File: config.mk
export PLATFORM = sky130hd
export DESIGN_NAME = sensor_stream_scheduler
export DESIGN_NICKNAME = d
export VERILOG_FILES = /design/src/rtl/sensor_stream_scheduler_pkg.sv /design/src/rtl/sensor_stream_scheduler_rr_arbiter8.sv /design/src/rtl/sensor_stream_scheduler.sv
export SDC_FILE = /design/constraint.sdc
export NUM_CORES = 1
export LEC_CHECK = 0
export BUFFER_PORTS_ARGS = -buffer_cell sky130_fd_sc_hd__buf_2
export CORE_MARGIN = 1
export CORE_UTILIZATION = 51
export CTS_CLUSTER_SIZE = 30
export DETAILED_ROUTE_END_ITERATION = 6
export GPL_TIMING_DRIVEN = 0
export HOLD_SLACK_MARGIN = 0.15
export PLACE_DENSITY = 0.85
export SETUP_SLACK_MARGIN = 0.2
export SYNTH_ARGS = -nofsm -noshare
export SYNTH_HDL_FRONTEND = slang
export SYNTH_SLANG_ARGS = --single-unit
File: constraint.sdc
create_clock -name clock -period 5.1 [get_ports clock]
set_input_delay 1.02 -clock clock [delete_from_list [all_inputs] [get_ports clock]]
set_output_delay 1.02 -clock clock [all_outputs]
set_load 0.03 [all_outputs]
File: src/rtl/sensor_stream_scheduler_pkg.sv
// sensor_stream_scheduler_pkg: shared state encoding, header tag and per-stream payload sizes.
package sensor_stream_scheduler_pkg;
    localparam int        NUM_STREAMS = 8;
    localparam logic [3:0] HDR_TAG    = 4'hA;
    typedef enum logic [2:0] {
        S_IDLE,
        S_HDR,
        S_PAY,
        S_CSUM,
        S_DONE
    } state_t;
    // Stream 0 carries a 32-bit sample, all others 16-bit.
    function automatic logic [2:0] payload_bytes(input logic [2:0] id);
        return (id == 3'd0) ? 3'd4 : 3'd2;
    endfunction
    function automatic logic [7:0] hdr_byte(input logic [2:0] id);
        return {HDR_TAG, 1'b0, id};
    endfunction
endpackage

File: src/rtl/sensor_stream_scheduler_rr_arbiter8.sv
// rr_arbiter8: combinational round-robin pick of the first request at or after i_rr_ptr.
module rr_arbiter8
    import sensor_stream_scheduler_pkg::*;
(
    input  logic [7:0] i_req,
    input  logic [2:0] i_rr_ptr,
    output logic       o_grant_valid,
    output logic [2:0] o_grant_id
);
    logic [2:0] w_idx;
    // Scan from the farthest offset back to rr_ptr so the nearest request wins.
    always_comb begin
        o_grant_valid = 1'b0;
        o_grant_id    = i_rr_ptr;
        w_idx         = i_rr_ptr;
        for (int k = NUM_STREAMS - 1; k >= 0; k--) begin
            w_idx = i_rr_ptr + 3'(k);
            if (i_req[w_idx]) begin
                o_grant_valid = 1'b1;
                o_grant_id    = w_idx;
            end
        end
    end
endmodule

File: src/rtl/sensor_stream_scheduler.sv
// sensor_stream_scheduler: round-robin framing of 8 sensor streams onto one byte-wide TX path.
// Define SENSOR_SCHED_CHECKSUM_EN to append an XOR checksum byte after the payload.
module sensor_stream_scheduler
    import sensor_stream_scheduler_pkg::*;
(
    input  logic        clock,
    input  logic        reset,
    input  logic [31:0] sensor_stream0,
    input  logic [15:0] sensor_stream1,
    input  logic [15:0] sensor_stream2,
    input  logic [15:0] sensor_stream3,
    input  logic [15:0] sensor_stream4,
    input  logic [15:0] sensor_stream5,
    input  logic [15:0] sensor_stream6,
    input  logic [15:0] sensor_stream7,
    input  logic [7:0]  sensor_stream_ready,
    input  logic [7:0]  stream_enable,
    output logic [7:0]  sensor_stream_ack,
    output logic [7:0]  out_data,
    output logic        out_valid,
    input  logic        out_ready,
    output logic        busy
);
    state_t      r_state, w_state_nx;
    logic [2:0]  r_rr_ptr, w_rr_nx;
    logic [2:0]  r_id, w_id_nx;
    logic [31:0] r_shift, w_shift_nx;
    logic [2:0]  r_left, w_left_nx;
    logic [7:0]  r_out_data, w_data_nx;
    logic        r_out_valid, w_valid_nx;
    logic [7:0]  r_ack, w_ack_nx;
    logic        w_gnt_valid;
    logic [2:0]  w_gnt_id;
    logic [31:0] w_sample;
    logic        w_hs;
`ifdef SENSOR_SCHED_CHECKSUM_EN
    logic [7:0]  r_csum, w_csum_nx;
`endif

    rr_arbiter8 u_arb (
        .i_req         (sensor_stream_ready & stream_enable),
        .i_rr_ptr      (r_rr_ptr),
        .o_grant_valid (w_gnt_valid),
        .o_grant_id    (w_gnt_id)
    );

    assign w_hs              = r_out_valid && out_ready;
    assign sensor_stream_ack = r_ack;
    assign out_data          = r_out_data;
    assign out_valid         = r_out_valid;
    assign busy              = (r_state != S_IDLE);

    // Select the granted sample; 16-bit streams are left-justified so payload always leaves from [31:24].
    always_comb begin
        w_sample = 32'h0;
        case (w_gnt_id)
            3'd0: w_sample = sensor_stream0;
            3'd1: w_sample = {sensor_stream1, 16'h0};
            3'd2: w_sample = {sensor_stream2, 16'h0};
            3'd3: w_sample = {sensor_stream3, 16'h0};
            3'd4: w_sample = {sensor_stream4, 16'h0};
            3'd5: w_sample = {sensor_stream5, 16'h0};
            3'd6: w_sample = {sensor_stream6, 16'h0};
            default: w_sample = {sensor_stream7, 16'h0};
        endcase
    end

    // Next-state and registered-output logic; output byte is loaded on state entry or on each handshake.
    always_comb begin
        w_state_nx = r_state;
        w_rr_nx    = r_rr_ptr;
        w_id_nx    = r_id;
        w_shift_nx = r_shift;
        w_left_nx  = r_left;
        w_data_nx  = r_out_data;
        w_valid_nx = r_out_valid;
        w_ack_nx   = 8'h00;
`ifdef SENSOR_SCHED_CHECKSUM_EN
        w_csum_nx  = r_csum;
`endif
        case (r_state)
            S_IDLE: begin
                if (w_gnt_valid) begin
                    w_ack_nx   = 8'h01 << w_gnt_id;
                    w_id_nx    = w_gnt_id;
                    w_shift_nx = w_sample;
                    w_state_nx = S_HDR;
                end
            end
            S_HDR: begin
                if (!r_out_valid) begin
                    w_valid_nx = 1'b1;
                    w_data_nx  = hdr_byte(r_id);
                end else if (out_ready) begin
                    w_data_nx  = r_shift[31:24];
                    w_left_nx  = payload_bytes(r_id);
                    w_state_nx = S_PAY;
`ifdef SENSOR_SCHED_CHECKSUM_EN
                    w_csum_nx  = r_out_data;
`endif
                end
            end
            S_PAY: begin
                if (w_hs) begin
                    w_shift_nx = {r_shift[23:0], 8'h00};
                    w_left_nx  = r_left - 3'd1;
`ifdef SENSOR_SCHED_CHECKSUM_EN
                    w_csum_nx  = r_csum ^ r_out_data;
`endif
                    if (r_left == 3'd1) begin
`ifdef SENSOR_SCHED_CHECKSUM_EN
                        w_data_nx  = r_csum ^ r_out_data;
                        w_state_nx = S_CSUM;
`else
                        w_valid_nx = 1'b0;
                        w_state_nx = S_DONE;
`endif
                    end else begin
                        w_data_nx = r_shift[23:16];
                    end
                end
            end
`ifdef SENSOR_SCHED_CHECKSUM_EN
            S_CSUM: begin
                if (w_hs) begin
                    w_valid_nx = 1'b0;
                    w_state_nx = S_DONE;
                end
            end
`endif
            S_DONE: begin
                w_rr_nx    = r_id + 3'd1;
                w_state_nx = S_IDLE;
            end
            default: begin
                w_valid_nx = 1'b0;
                w_state_nx = S_IDLE;
            end
        endcase
    end

    // State and output registers; reset abandons any packet in flight.
    always_ff @(posedge clock) begin
        if (!reset) begin
            r_state     <= S_IDLE;
            r_rr_ptr    <= 3'd0;
            r_id        <= 3'd0;
            r_shift     <= 32'h0;
            r_left      <= 3'd0;
            r_out_data  <= 8'h00;
            r_out_valid <= 1'b0;
            r_ack       <= 8'h00;
        end else begin
            r_state     <= w_state_nx;
            r_rr_ptr    <= w_rr_nx;
            r_id        <= w_id_nx;
            r_shift     <= w_shift_nx;
            r_left      <= w_left_nx;
            r_out_data  <= w_data_nx;
            r_out_valid <= w_valid_nx;
            r_ack       <= w_ack_nx;
        end
    end

`ifdef SENSOR_SCHED_CHECKSUM_EN
    // Running XOR of header and payload bytes already sent.
    always_ff @(posedge clock) begin
        if (!reset) r_csum <= 8'h00;
        else        r_csum <= w_csum_nx;
    end
`endif
endmodule
# Word-level counts from Yosys, hierarchy flattened
# Index checks and enable logic that the tools add are counted.
[word_totals]
ff_bits = 61
out_inout_bits = 18
in_bits = 163
wordCells = 115
[classes]
magnitude_cmp = 8
n_bitwise = 2
n_shift = 1
add_sub_neg = 9
reduce_logical = 15
mux = 55
n_eq_ne = 17
[ops]
columns = ["cell", "n"]
rows = [
  ["$pmux 32 s7", 1],
  ["$mux 32", 2],
  ["$pmux 32 s2", 1],
  ["$mux 3", 17],
  ["$lt 3x4->1 const B", 8],
  ["$mux 8", 4],
  ["$bmux 1 s3", 8],
  ["$mux 1", 18],
  ["$pmux 8 s2", 1],
  ["$add 3x3->3 const B", 4],
  ["$eq 3x3->1 const B", 4],
  ["$ne 2x2->1 const B", 5],
  ["$eq 3x1->1 const B", 3],
  ["$eq 3x2->1 const B", 3],
  ["$logic_not 3->1", 3],
  ["$pmux 3 s3", 1],
  ["$reduce_and 3->1", 3],
  ["$and 8x8->8", 1],
  ["$reduce_and 4->1", 2],
  ["$shl 1x3->8 const A", 1],
  ["$add 3x1->3 const B", 2],
  ["$add 3x2->3 const B", 2],
  ["$pmux 3 s2", 1],
  ["$reduce_and 5->1", 1],
  ["other kinds (10)", 11],
]

# Longest topological paths before layout
[logic_depth]
ltp_word = 15
ltp_mapped = 16

# Hierarchy
# A second synthesis with hierarchy kept.
[hier_totals]
hier_cells = 579
area_unflattened_um2 = 4695.8
[modules_own_cells]
columns = ["mod", "area_per_inst_um2", "n_inst", "cells_per_inst", "seq_area_each_um2"]
rows = [
  ["sensor_stream_scheduler", 3905.0, 1, 487, 1221.2],
  ["rr_arbiter8", 790.8, 1, 92, 0.0],
]

# Worst setup path after synthesis
# Ideal clock, no wire load.
[synth_timing]
kind = "register to register"
startpoint = "reg r_rr_ptr[1]"
endpoint = "reg r_shift[29]"
path_stages_with_launch = 13
path_slack_ps = 1385
synth_period_minus_slack_ps = 3715
setup_time_ps = 131
t_required_ps = 4969
path_buffers = 4
arrival_ps = 3584
path_cell_list = "dfxtp_1 > clkbuf_1 > inv_2 > ha_1 > clkbuf_1 > mux4_2 > o41a_1 > a41oi_2 > buf_6 > buf_6 > mux2_2 > a221oi_1 > o22ai_1"
[synth_via]
elab_chain_cells = 15
word_cells_on_any_way = 51
[synth_rtl]
columns = ["item", "line", "text"]
rows = [
  ["start: declaration", "sensor_stream_scheduler.sv:25", "logic [2:0] r_rr_ptr, w_rr_nx;"],
  ["start signal: assignment", "sensor_stream_scheduler.sv:155", "r_rr_ptr <= w_rr_nx;"],
  ["$add 3x3->3", "sensor_stream_scheduler_rr_arbiter8.sv:17", "w_idx = i_rr_ptr + 3'(k);"],
  ["$bmux 1 s3", "sensor_stream_scheduler_rr_arbiter8.sv:18", "if (i_req[w_idx]) begin"],
  ["$mux 1 (implied by the code)", "sensor_stream_scheduler_rr_arbiter8.sv:18", ""],
  ["$mux 3 (8 in series)", "sensor_stream_scheduler_rr_arbiter8.sv:18", ""],
  ["$eq 3x3->1, or another cell as far along", "sensor_stream_scheduler.sv:56", "case (w_gnt_id)"],
  ["$pmux 32 s7", "sensor_stream_scheduler.sv:56", ""],
  ["$mux 32", "sensor_stream_scheduler.sv:83", "if (w_gnt_valid) begin"],
  ["$pmux 32 s2", "sensor_stream_scheduler.sv:81", "case (r_state)"],
  ["end signal: assignment", "sensor_stream_scheduler.sv:157", "r_shift <= w_shift_nx;"],
  ["end: declaration", "sensor_stream_scheduler.sv:27", "logic [31:0] r_shift, w_shift_nx;"],
]
# Several ways; a longest one is shown, not always the timed one. The select of a mux whose other input is x is not followed.
# A chain may end at the register's enable or synchronous reset.

# Worst setup path in the final report
[layout_timing]
startpoint = "reg r_rr_ptr[1]"
endpoint = "reg r_shift[26]"
# Same word-level chain as after synthesis.

==> results by group <==
Run status
  • Status: finished, final reports clean

Worst setup path
  • Critical path class: reg2reg
  • Reg2reg start: r_rr_ptr[1]
  • CP peak stage delay: between 0.6 and 0.7 ns
  • CP max-delay cell: mux4_2
  • Worst setup EP type: register
  • Startpoint types: register
  • WP data arrival: around 4.9 ns
  • Crit path max fanout: 10
  • Cells traversed along the worst timing path: clkbuf_2 > inv_2 > ha_1 > clkbuf_1 > mux4_2 > o41a_1 > a41oi_2 > buf_6 > buf_6 > mux2i_1 > o2bb2ai_1 > a221oi_1 > o22ai_1
  • Most frequent CP cell: buf_6
  • CP Launch Point: r_rr_ptr[1]
  • Data required time of the critical path: roughly 5.3 ns

STA
  • Final Hold Viols: 0
  • Fin crit period: ~4.7 ns
  • Slew @ Worst Pin: 0.847 ns
  • Fmax: approximately 0.21 GHz
  • Clock skew: 0.00642 ns
  • RSZ-0062 raised after global routing: false
  • Slew Limit Headroom: 0.433
  • Final setup violation count: 0
  • Fin. max-slew vios: 0
  • Final Cycle Share: 0.917
  • Sum of negative setup slack: 0 ns

Synth
  • Mean area per synthesized cell: 7.89 sq um
  • Synthesized Nets: between 700 and 800
  • Leading register cell type out of synthesis: dfxtp_1
  • Synthesized area: 4900 sq um
  • Fraction of registers with async set/reset: 0
  • Sequential area share after synthesis: 0.249
  • FF+latch count, synth: approximately 60
  • Yosys warnings: 0
  • Synth unique cells: between 60 and 70
  • Post-Synthesis Cells: around 620
  • Post-synth EDFFs: 0

Die
  • Std cell rows: 35
  • Starting density of the core: 0.528
  • Core ar.: between 9000 and 10000 sq um
  • Die footprint: 10000 sq um
  • # IOs: between 150 and 200
  • Die height: around 100 um
  • Die width: 100 um

Detailed routing
  • Iteration-0 DRC count of the detailed router: 492
  • Drt first pass iters: 6
  • DRC Markers: 0
  • Via-per-instance ratio: 6.34
  • DRT antenna net count: 0
  • Wire length per cell: 20.0 um
  • Final WL: 18900 um
  • Vias: 5991

GRT
  • Grt met1 use: 0.476
  • Total gr overflow: 0
  • GRT Total Usage: 0.383
  • Global routing's busiest layer: met2
  • Vias in the first global route: 5673
  • M2 GR Usage: 0.646
  • First-pass GRT wire length: 29200 um
  • Initial antenna violation count: 0
  • GR Layer Usage met3: 0.0703
  • Largest net degree at the start of global routing: 11

Cells and area
  • Fraction of layout cells with a size suffix above 1: 0.317
  • ANT cells: 0
  • P&R area growth vs syn: 25.3%
  • Post-route cell area: around 6000 sq um
  • Nets: a little under 1000
  • Layout fillers: a little over 800

Clocking
  • Clk_lat worst skew: about 0.36 ns
  • Clk slew on worst S/H paths: ~0.070 ns
  • CTS tree: yes
  • CTS Root Buffer Type: clkbuf_8
  • H-tree Lvls: 3
  • Num CTS Buffers: 9
  • CTS sink count: ~60
  • Post-CTS setup buffers: 0
  • Clock buffer depth: 2

Pwr
  • Max VDD drop: about 0.15 mV
  • Pwr dens: ~240 nW/um^2
  • Leak: 2.58 nW

Worst hold path
  • Hold path start: out_data[1]
  • Worst hold path class: reg2reg

Placement
  • Post-place instance area: 5960 sq um
  • Detailed Place HPWL: 14900 um
  • # port buffers: 180
  • Gpl congestion: 0.950

Run
  • Max_cap viols: 0
-- report_power, final --
group / leakage [nW] / internal (mW) / total [mW] / switching [mW]
Combinational: 1.99 / 0.219 / 0.549 / 0.330
Sequential: 0.500 / 0.524 / 0.560 / 0.0361
Clock: 0.0949 / 0.198 / 0.393 / 0.195
Total: 2.58 / 0.941 / 1.50 / 0.561
-- cell families (layout without fill, tap and decap cells) --
family / after synthesis / after routing / synth area share
simple gates: 238 / 238 / 0.235
compound gates: 196 / 196 / 0.269
mux: 54 / 54 / 0.158
buf+inv: 60 / 255 / 0.0623
fa+ha+maj: 6 / 6 / 0.0153
flops: 61 / 61 / 0.249
xor+xnor: 6 / 6 / 0.0107
-- final cells by class --
cell class,count,area [sq um],share of cell area
clock buffer,11,151,0.0247
tap,129,161,0.0263
multi-input combinational,500,3370,0.550
inverter,14,52.6,0.00856
timing repair buffer,180,901,0.147
sequential,61,1220,0.199
clock inverter,4,23.8,0.00387
buffer,46,254,0.0414
-- registers in the layout, indices dropped and copies added (netlist names) --
name               cells
r_shift               32
out_data               8
sensor_stream_ack      8
r_id                   3
r_left                 3
r_rr_ptr               3
r_state                3
out_valid              1
-- placed cells by master (no fill, tap or decap), types with 4 or more instances in the layout --
cell type,netlist,layout
buf_2,16,196
nor2_1,66,66
nand2_1,61,61
dfxtp_1,61,61
o21ai_0,55,55
a21oi_1,41,41
mux2i_1,30,30
nand3_1,28,28
clkbuf_1,21,20
nor3_1,20,20
mux4_2,18,18
and2_1,15,15
a221oi_1,14,14
nor4_1,12,12
a22oi_1,12,12
nand2b_1,11,11
a211oi_1,11,11
clkbuf_8,0,11
inv_1,8,8
buf_6,8,8
o22ai_1,8,8
mux2_2,6,6
o311a_1,6,6
ha_1,6,6
nor2b_1,5,5
o21a_1,5,5
o221ai_1,5,5
a31oi_1,5,5
clkinv_1,4,4
nand3b_1,4,4
xnor2_1,4,4
a2bb2oi_1,4,4
o2bb2ai_1,4,4
-- synth_stat cells, drive strengths merged, types with 4 or more instances --
cell,number,area share
o311a,6,0.012
clkinv,4,0.0031
mux2,6,0.014
nand2,61,0.047
o21ai,56,0.057
clkbuf,21,0.016
inv,10,0.0077
nand2b,11,0.014
nand3,28,0.029
a221oi,15,0.028
a211oi,11,0.017
a2bb2oi,4,0.0071
nand3b,4,0.0061
mux4,18,0.083
a22oi,12,0.018
ha,6,0.015
dfxtp,61,0.25
o221ai,5,0.0089
or2,4,0.0051
mux2i,30,0.061
a31oi,6,0.0089
nor4,13,0.020
o22ai,8,0.010
nor2b,5,0.0064
xnor2,4,0.0071
buf,25,0.035
nor2,66,0.051
o2bb2ai,4,0.0071
and2,15,0.019
a21oi,41,0.042
nor3,22,0.025
o21a,5,0.0077
-- worst max-delay path, delay by kind of cell, from the launching register on --
family	cells	cell delay, ns
buf+inv	5	1.30
compound gates	5	1.66
fa+ha+maj	1	0.33
flops	1	0.37
mux	2	0.86
-- through the flow --
stage               setup WS [ns]  utilization  cells  power (mW)  hold slack, ns
floorplan                    1.39            -    621       0.901           0.460
global placement            0.264        0.642    930        1.09           0.475
detailed placement          0.299        0.642    930        1.10           0.488
CTS                         0.286        0.661    945        1.48           0.503
global route                0.292        0.661    945        1.56           0.519
finish                      0.426        0.661    945        1.50           0.497
-- per-layer routing --
layer	vias up	wire (um)
li1	2728	-
met1	2783	7200
met2	413	9050
met3	67	1860
met4	0	803
met5	-	0
-- worst paths after layout --
check	depth (start not counted)	end	slack (ns)
hold / removal	2	out_data[1]	0.50
setup / recovery	13	r_shift[26]	0.43
setup reg to reg	13	r_shift[26]	0.43
hold reg to reg	2	out_data[1]	0.50
-- repair_timing --
item,in CTS,in global routing
setup endpoints to repair,0,4
resized for setup,0,2
hold buffers,0,0
No activity file was read; power rests on OpenSTA's default activity.
